<file path="config.mk">
export PLATFORM = sky130hd
export DESIGN_NAME = simon_datapath_param
export DESIGN_NICKNAME = d
export VERILOG_FILES = /design/src/rtl/simon_datapath_param.sv
export SDC_FILE = /design/constraint.sdc
export NUM_CORES = 1
export LEC_CHECK = 0
export CORE_MARGIN = 2
export CORE_UTILIZATION = 65
export DETAILED_ROUTE_END_ITERATION = 16
export PLACE_DENSITY = 0.83
export SLEW_MARGIN = 40
export SYNTH_ARGS = -nofsm -noshare
export SYNTH_HDL_FRONTEND = slang
export SYNTH_SLANG_ARGS = --single-unit
</file>
<file path="constraint.sdc">
create_clock -name clk -period 5.81 [get_ports clk]
set_input_delay 1.162 -clock clk [delete_from_list [all_inputs] [get_ports clk]]
set_output_delay 1.162 -clock clk [all_outputs]
set_load 0.01 [all_outputs]
</file>
<file path="src/rtl/simon_datapath_param.sv">
// Simon game datapath, parametrised.
// Holds the recorded pattern sequence, the sequence-length and replay
// counters, difficulty-dependent legality, the LED source mux and a
// playback tick timer. Sequenced by the Simon control FSM.
module simon_datapath_param #(
    parameter int WIDTH  = 4,
    parameter int DEPTH  = 64,
    parameter int ADDR_W = $clog2(DEPTH),
    parameter int TICKS  = 4
) (
    input  logic              clk,
    input  logic              reset_n,
    input  logic              level,
    input  logic [WIDTH-1:0]  pattern,
    input  logic              new_game,
    input  logic              pat_wr,
    input  logic              rep_clr,
    input  logic              rep_inc,
    input  logic              play_en,
    input  logic [1:0]        led_sel,
    output logic              is_legal,
    output logic              correct_pattern,
    output logic              is_last_element,
    output logic              seq_full,
    output logic              play_tick,
    output logic [ADDR_W:0]   score,
    output logic [WIDTH-1:0]  pattern_leds
);

    localparam int TIMER_W = (TICKS > 1) ? $clog2(TICKS) : 1;

    localparam logic [ADDR_W:0]    LEN_ZERO  = {(ADDR_W+1){1'b0}};
    localparam logic [ADDR_W:0]    LEN_ONE   = (ADDR_W+1)'(1);
    localparam logic [ADDR_W:0]    LEN_FULL  = (ADDR_W+1)'(DEPTH);
    localparam logic [ADDR_W-1:0]  REP_ZERO  = {ADDR_W{1'b0}};
    localparam logic [ADDR_W-1:0]  REP_ONE   = ADDR_W'(1);
    localparam logic [TIMER_W-1:0] TMR_ZERO  = {TIMER_W{1'b0}};
    localparam logic [TIMER_W-1:0] TMR_ONE   = TIMER_W'(1);
    localparam logic [TIMER_W-1:0] TMR_LAST  = TIMER_W'(TICKS - 1);
    localparam logic [WIDTH-1:0]   PAT_ZERO  = {WIDTH{1'b0}};
    localparam logic [WIDTH-1:0]   PAT_ONE   = WIDTH'(1);
    localparam logic [WIDTH-1:0]   PAT_ALL   = {WIDTH{1'b1}};

    // Exactly one bit set: non-zero and clearing the lowest set bit leaves nothing.
    function automatic logic onehot_f(input logic [WIDTH-1:0] v);
        return (v != PAT_ZERO) && ((v & (v - PAT_ONE)) == PAT_ZERO);
    endfunction

    logic                 level_r;
    logic [ADDR_W:0]      seq_len_r;
    logic [ADDR_W-1:0]    rep_cnt_r;
    logic [TIMER_W-1:0]   timer_r;
    logic [WIDTH-1:0]     mem_r [DEPTH];

    logic                 legal_s;
    logic                 full_s;
    logic                 write_s;
    logic                 rep_can_inc_s;
    logic [WIDTH-1:0]     mem_rd_s;
    logic [WIDTH-1:0]     score_leds_s;

    // Score shown on the LEDs: seq_len zero-extended or truncated to WIDTH.
    generate
        if (WIDTH > ADDR_W + 1) begin : g_score_ext
            assign score_leds_s = {{(WIDTH-ADDR_W-1){1'b0}}, seq_len_r};
        end else if (WIDTH == ADDR_W + 1) begin : g_score_eq
            assign score_leds_s = seq_len_r;
        end else begin : g_score_trunc
            assign score_leds_s = seq_len_r[WIDTH-1:0];
        end
    endgenerate

    // Legality, full flag, write enable and replay saturation decode.
    always_comb begin
        if (level_r) begin
            legal_s = 1'b1;
        end else begin
            legal_s = onehot_f(pattern);
        end
        full_s   = (seq_len_r == LEN_FULL);
        write_s  = pat_wr && legal_s && !full_s;
        mem_rd_s = mem_r[rep_cnt_r];
        // Replay may only advance while it sits below the last stored entry.
        if (seq_len_r != LEN_ZERO) begin
            rep_can_inc_s = ({1'b0, rep_cnt_r} < (seq_len_r - LEN_ONE));
        end else begin
            rep_can_inc_s = 1'b0;
        end
    end

    // Status outputs derived directly from the current state.
    always_comb begin
        is_legal        = legal_s;
        correct_pattern = (pattern == mem_rd_s);
        seq_full        = full_s;
        score           = seq_len_r;
        play_tick       = play_en && (timer_r == TMR_LAST);
        if (seq_len_r != LEN_ZERO) begin
            is_last_element = ({1'b0, rep_cnt_r} == (seq_len_r - LEN_ONE));
        end else begin
            is_last_element = 1'b0;
        end
    end

    // LED source selection.
    always_comb begin
        case (led_sel)
            2'b00:   pattern_leds = pattern;
            2'b01:   pattern_leds = mem_rd_s;
            2'b10:   pattern_leds = PAT_ALL;
            2'b11:   pattern_leds = score_leds_s;
            default: pattern_leds = PAT_ZERO;
        endcase
    end

    // Latched difficulty level, refreshed only when a new game starts.
    always_ff @(posedge clk or negedge reset_n) begin
        if (!reset_n) begin
            level_r <= 1'b0;
        end else if (new_game) begin
            level_r <= level;
        end else begin
            level_r <= level_r;
        end
    end

    // Sequence length: cleared on new game, grows on each accepted write.
    always_ff @(posedge clk or negedge reset_n) begin
        if (!reset_n) begin
            seq_len_r <= LEN_ZERO;
        end else if (new_game) begin
            seq_len_r <= LEN_ZERO;
        end else if (write_s) begin
            seq_len_r <= seq_len_r + LEN_ONE;
        end else begin
            seq_len_r <= seq_len_r;
        end
    end

    // Replay pointer: clear beats advance; advance saturates at the last entry.
    always_ff @(posedge clk or negedge reset_n) begin
        if (!reset_n) begin
            rep_cnt_r <= REP_ZERO;
        end else if (new_game || rep_clr) begin
            rep_cnt_r <= REP_ZERO;
        end else if (rep_inc && rep_can_inc_s) begin
            rep_cnt_r <= rep_cnt_r + REP_ONE;
        end else begin
            rep_cnt_r <= rep_cnt_r;
        end
    end

    // Playback timer: counts modulo TICKS while enabled, parked at zero otherwise.
    always_ff @(posedge clk or negedge reset_n) begin
        if (!reset_n) begin
            timer_r <= TMR_ZERO;
        end else if (new_game || !play_en) begin
            timer_r <= TMR_ZERO;
        end else if (timer_r == TMR_LAST) begin
            timer_r <= TMR_ZERO;
        end else begin
            timer_r <= timer_r + TMR_ONE;
        end
    end

    // Pattern memory: appended at the current length, survives new games.
    always_ff @(posedge clk or negedge reset_n) begin
        if (!reset_n) begin
            for (int i = 0; i < DEPTH; i++) begin
                mem_r[i] <= PAT_ZERO;
            end
        end else if (write_s && !new_game) begin
            mem_r[seq_len_r[ADDR_W-1:0]] <= pattern;
        end else begin
            for (int i = 0; i < DEPTH; i++) begin
                mem_r[i] <= mem_r[i];
            end
        end
    end

endmodule

</file>
==> impl_results.md <==
* Clk root buf: clkbuf_16
* Starting Density at 65.9%
* Net Sw Power at 972 µW
* # diodes at 0
* Net Count, Synth at 1022
* Largest net degree at the start of global routing at 107
* Final TNS setup at 0 ns
* Crit share post-route at 94.1%
* Number of enable flip-flop cells after synthesis at 0
* Critical Path Start Type: flop
* CTS Buf Count at 28
* Rel. slew slack at 47.6%
* Maximum clock frequency at 0.183 GHz
* Largest area contributor in the netlist: dfrtp_1
* Die height at 147 µm
* Final setup fails at 0
* Status: complete, no violations
* YS warnings at 0
* Final Wtd Congestion at 0.977
* Layout cells sized above 1 at 36.4%
* CP Cell Sequence: nand3b_1, o221ai_1, a21oi_1, a221oi_1, a21oi_1, xnor2_1, nor4_1, clkdlybuf4s50_1
* CP required at 4.65 ns
* Hold Crit Class: reg2reg
* Logic pwr share at 7.4%
* Main synth FF type: dfrtp_1
* PortBufs at 29
* Resized cells post-CTS at 0
* Clock Latency Late Sink at 0.54 ns
* Most common cell on crit path: a21oi_1
* Routed Antenna Nets at 0
* Dpl cell area at 13700 µm²
* Routed WL at 32.6 mm
* Boundary pin count at 30
* Critical Path Slowest Stage Cell: dfrtp_1
* Worst slew pin tran at 0.785 ns
* Total Nets Final at 1016
* Synth unique cells at 53
* Net Sw Frac at 22.5%
* Maximum fanout along the worst path at 22
* Critical Path AT at 4.31 ns
* Critical path capture point type: output pin
* Overall power at 4.33 mW
* Synthesized netlist cell count at 997
* Crit path kind: reg2out
* Peak supply drop at 0.237 mV
* Core box area at 20200 µm²
* Die area at 21600 µm²
* Final min period at 5.47 ns
* Total number of vias at 8455
* Worst Skew at 0.0144 ns
* Synth cell count leaders: dfrtp_1 (272), mux2_2 (245), mux2i_1 (72)
* Max H-tree Level at 1
* GRT Util Overall at 30.9%
* Gr ovfl total at 0
* Placed instance count at 1230
* Worst-path clk slew at 0.07 ns
* Final instance area at 14800 µm²
* Ys async rst share at 100%
* Place WS at 1.08 ns
* Final core occ at 73.5%
* Hold buffers post-CTS at 0
* Sequential fraction of the synthesis area at 51.2%
* DRC Markers at 0
* CTS Sinks at 272
* LEAKAGE at 6.89 nW
* Mapped Area at 13300 µm²
* Via-per-instance ratio at 6.59
* Std cell rows at 52
* Worst Hold Slack at 0.481 ns
* Most frequent cell after synthesis: dfrtp_1
* Setup ws final at 0.342 ns
* First-pass GRT wire length at 51.3 mm
* P_int at 3.36 mW
* Post-route insts no fill at 1283
* Slew Viols, Final at 0
* DR pass1 iterations at 5
* CTS tree: built
* Max-capacitance violation count at 0
* Largest stage delay, worst path at 0.84 ns
* Wire length per cell at 25.4 µm
* Layout area overhead at 11.5%
* Setup bufs post-CTS at 0
* FF-to-FF setup slack at 2.02 ns
* Area contributors post-synth: dfrtp_1 (51%), mux2_2 (21%), mux2i_1 (5.4%)
* PD cells at 292 nW/µm²
* Hpwl dp at 20.6 mm
* Seq cells post-synth at 272
* Seq pwr share at 45.2%
* Number of global-route vias before repair at 8696
* Top-area cell type share of the netlist area at 51.2%
* Initial antenna violation count at 0
* RSZ-0062 raised after global routing: false
* Iter 0 DRT Violations at 759
* Clock Tree Buf Depth at 3
* DIE WIDTH at 147 µm
* Synthesized area per cell at 13.3 µm²
* Final Hold Fails at 0
* Clock network fraction of total power at 47.4%
-- cells by family after synthesis --
logic type	share of synthesized area [%]
AO/OA/AOI/OAI	4.80
XOR/XNOR	1.32
adder cells (fa/ha/maj)	1.04
buffers and inverters	3.19
flip-flops	51.2
multiplexers	32.4
AND/OR/NAND/NOR	6.07
-- power by group through the flow --
stage,Clock [mW],Sequential [mW],Combinational (mW)
floorplan,0,1.98,0.190
global placement,0,1.99,0.302
detailed placement,0,1.99,0.311
CTS,2.07,1.96,0.315
global route,2.15,1.96,0.343
finish,2.05,1.96,0.319
-- routing by layer --
layer | vias to the layer above | wire length, µm | track usage [%] | share of wire (%)
met5 | - | 0 | 0 | 0
li1 | 3654 | - | - | -
met4 | 0 | 1310 | 11.0 | 4.0
met3 | 93 | 2310 | 5.68 | 7.1
met1 | 4348 | 13600 | 42.9 | 42
met2 | 360 | 15400 | 49.7 | 47
-- path summary, 6_finish.rpt --
check / cells past startpoint / from / end
hold / removal: 1 / timer_r[0] / timer_r[0]
hold reg to reg: 1 / timer_r[0] / timer_r[0]
max in group asynchronous: 2 / reset_n / mem_r[2]
setup / recovery: 8 / rep_cnt_r[3] / correct_pattern
setup reg to reg: 8 / score[0] / mem_r[164]
min in group asynchronous: 1 / reset_n / mem_r[215]
-- cell type report --
cell class	instances	area, µm²
well taps	270	338
clock buffers	36	812
inverters	13	48.8
multi-input cells	634	6090
repair buffers	42	450
clock inverters	16	269
fillers	1237	5350
flip-flops and latches	272	6810
-- placed cells by master (no fill, tap or decap), types with 6 or more instances in the layout --
master / netlist / layout
buf_4: 5 / 8
xor2_1: 8 / 8
mux4_2: 30 / 30
mux2i_1: 72 / 72
clkdlybuf4s50_1: 0 / 24
o21ai_0: 16 / 16
xnor2_1: 12 / 12
bufinv_16: 0 / 7
clkbuf_16: 0 / 29
a22oi_1: 6 / 6
nor2_1: 26 / 25
dfrtp_1: 272 / 270
inv_1: 11 / 11
clkbuf_8: 0 / 6
mux2_2: 245 / 245
nand3_1: 7 / 7
ha_1: 11 / 11
and3_1: 8 / 8
mux2_1: 13 / 13
o221ai_1: 15 / 15
nand2_1: 68 / 68
a21oi_1: 26 / 26
a221oi_1: 17 / 17
-- flip-flops by register name, summed over array words and instances (netlist names) --
| register | flops |
|---|---|
| score | 7 |
| rep_cnt_r | 6 |
| level_r | 1 |
| timer_r | 2 |
| mem_r | 256 |
-- critical path: cells and delay by family, from the launching register on --
family	cells	cell delay [ns]
xor+xnor	1	0.17
buf+inv	1	0.68
compound gates	4	0.90
simple gates	2	1.17
flops	1	0.84
Power figures use the tool's default switching activity.
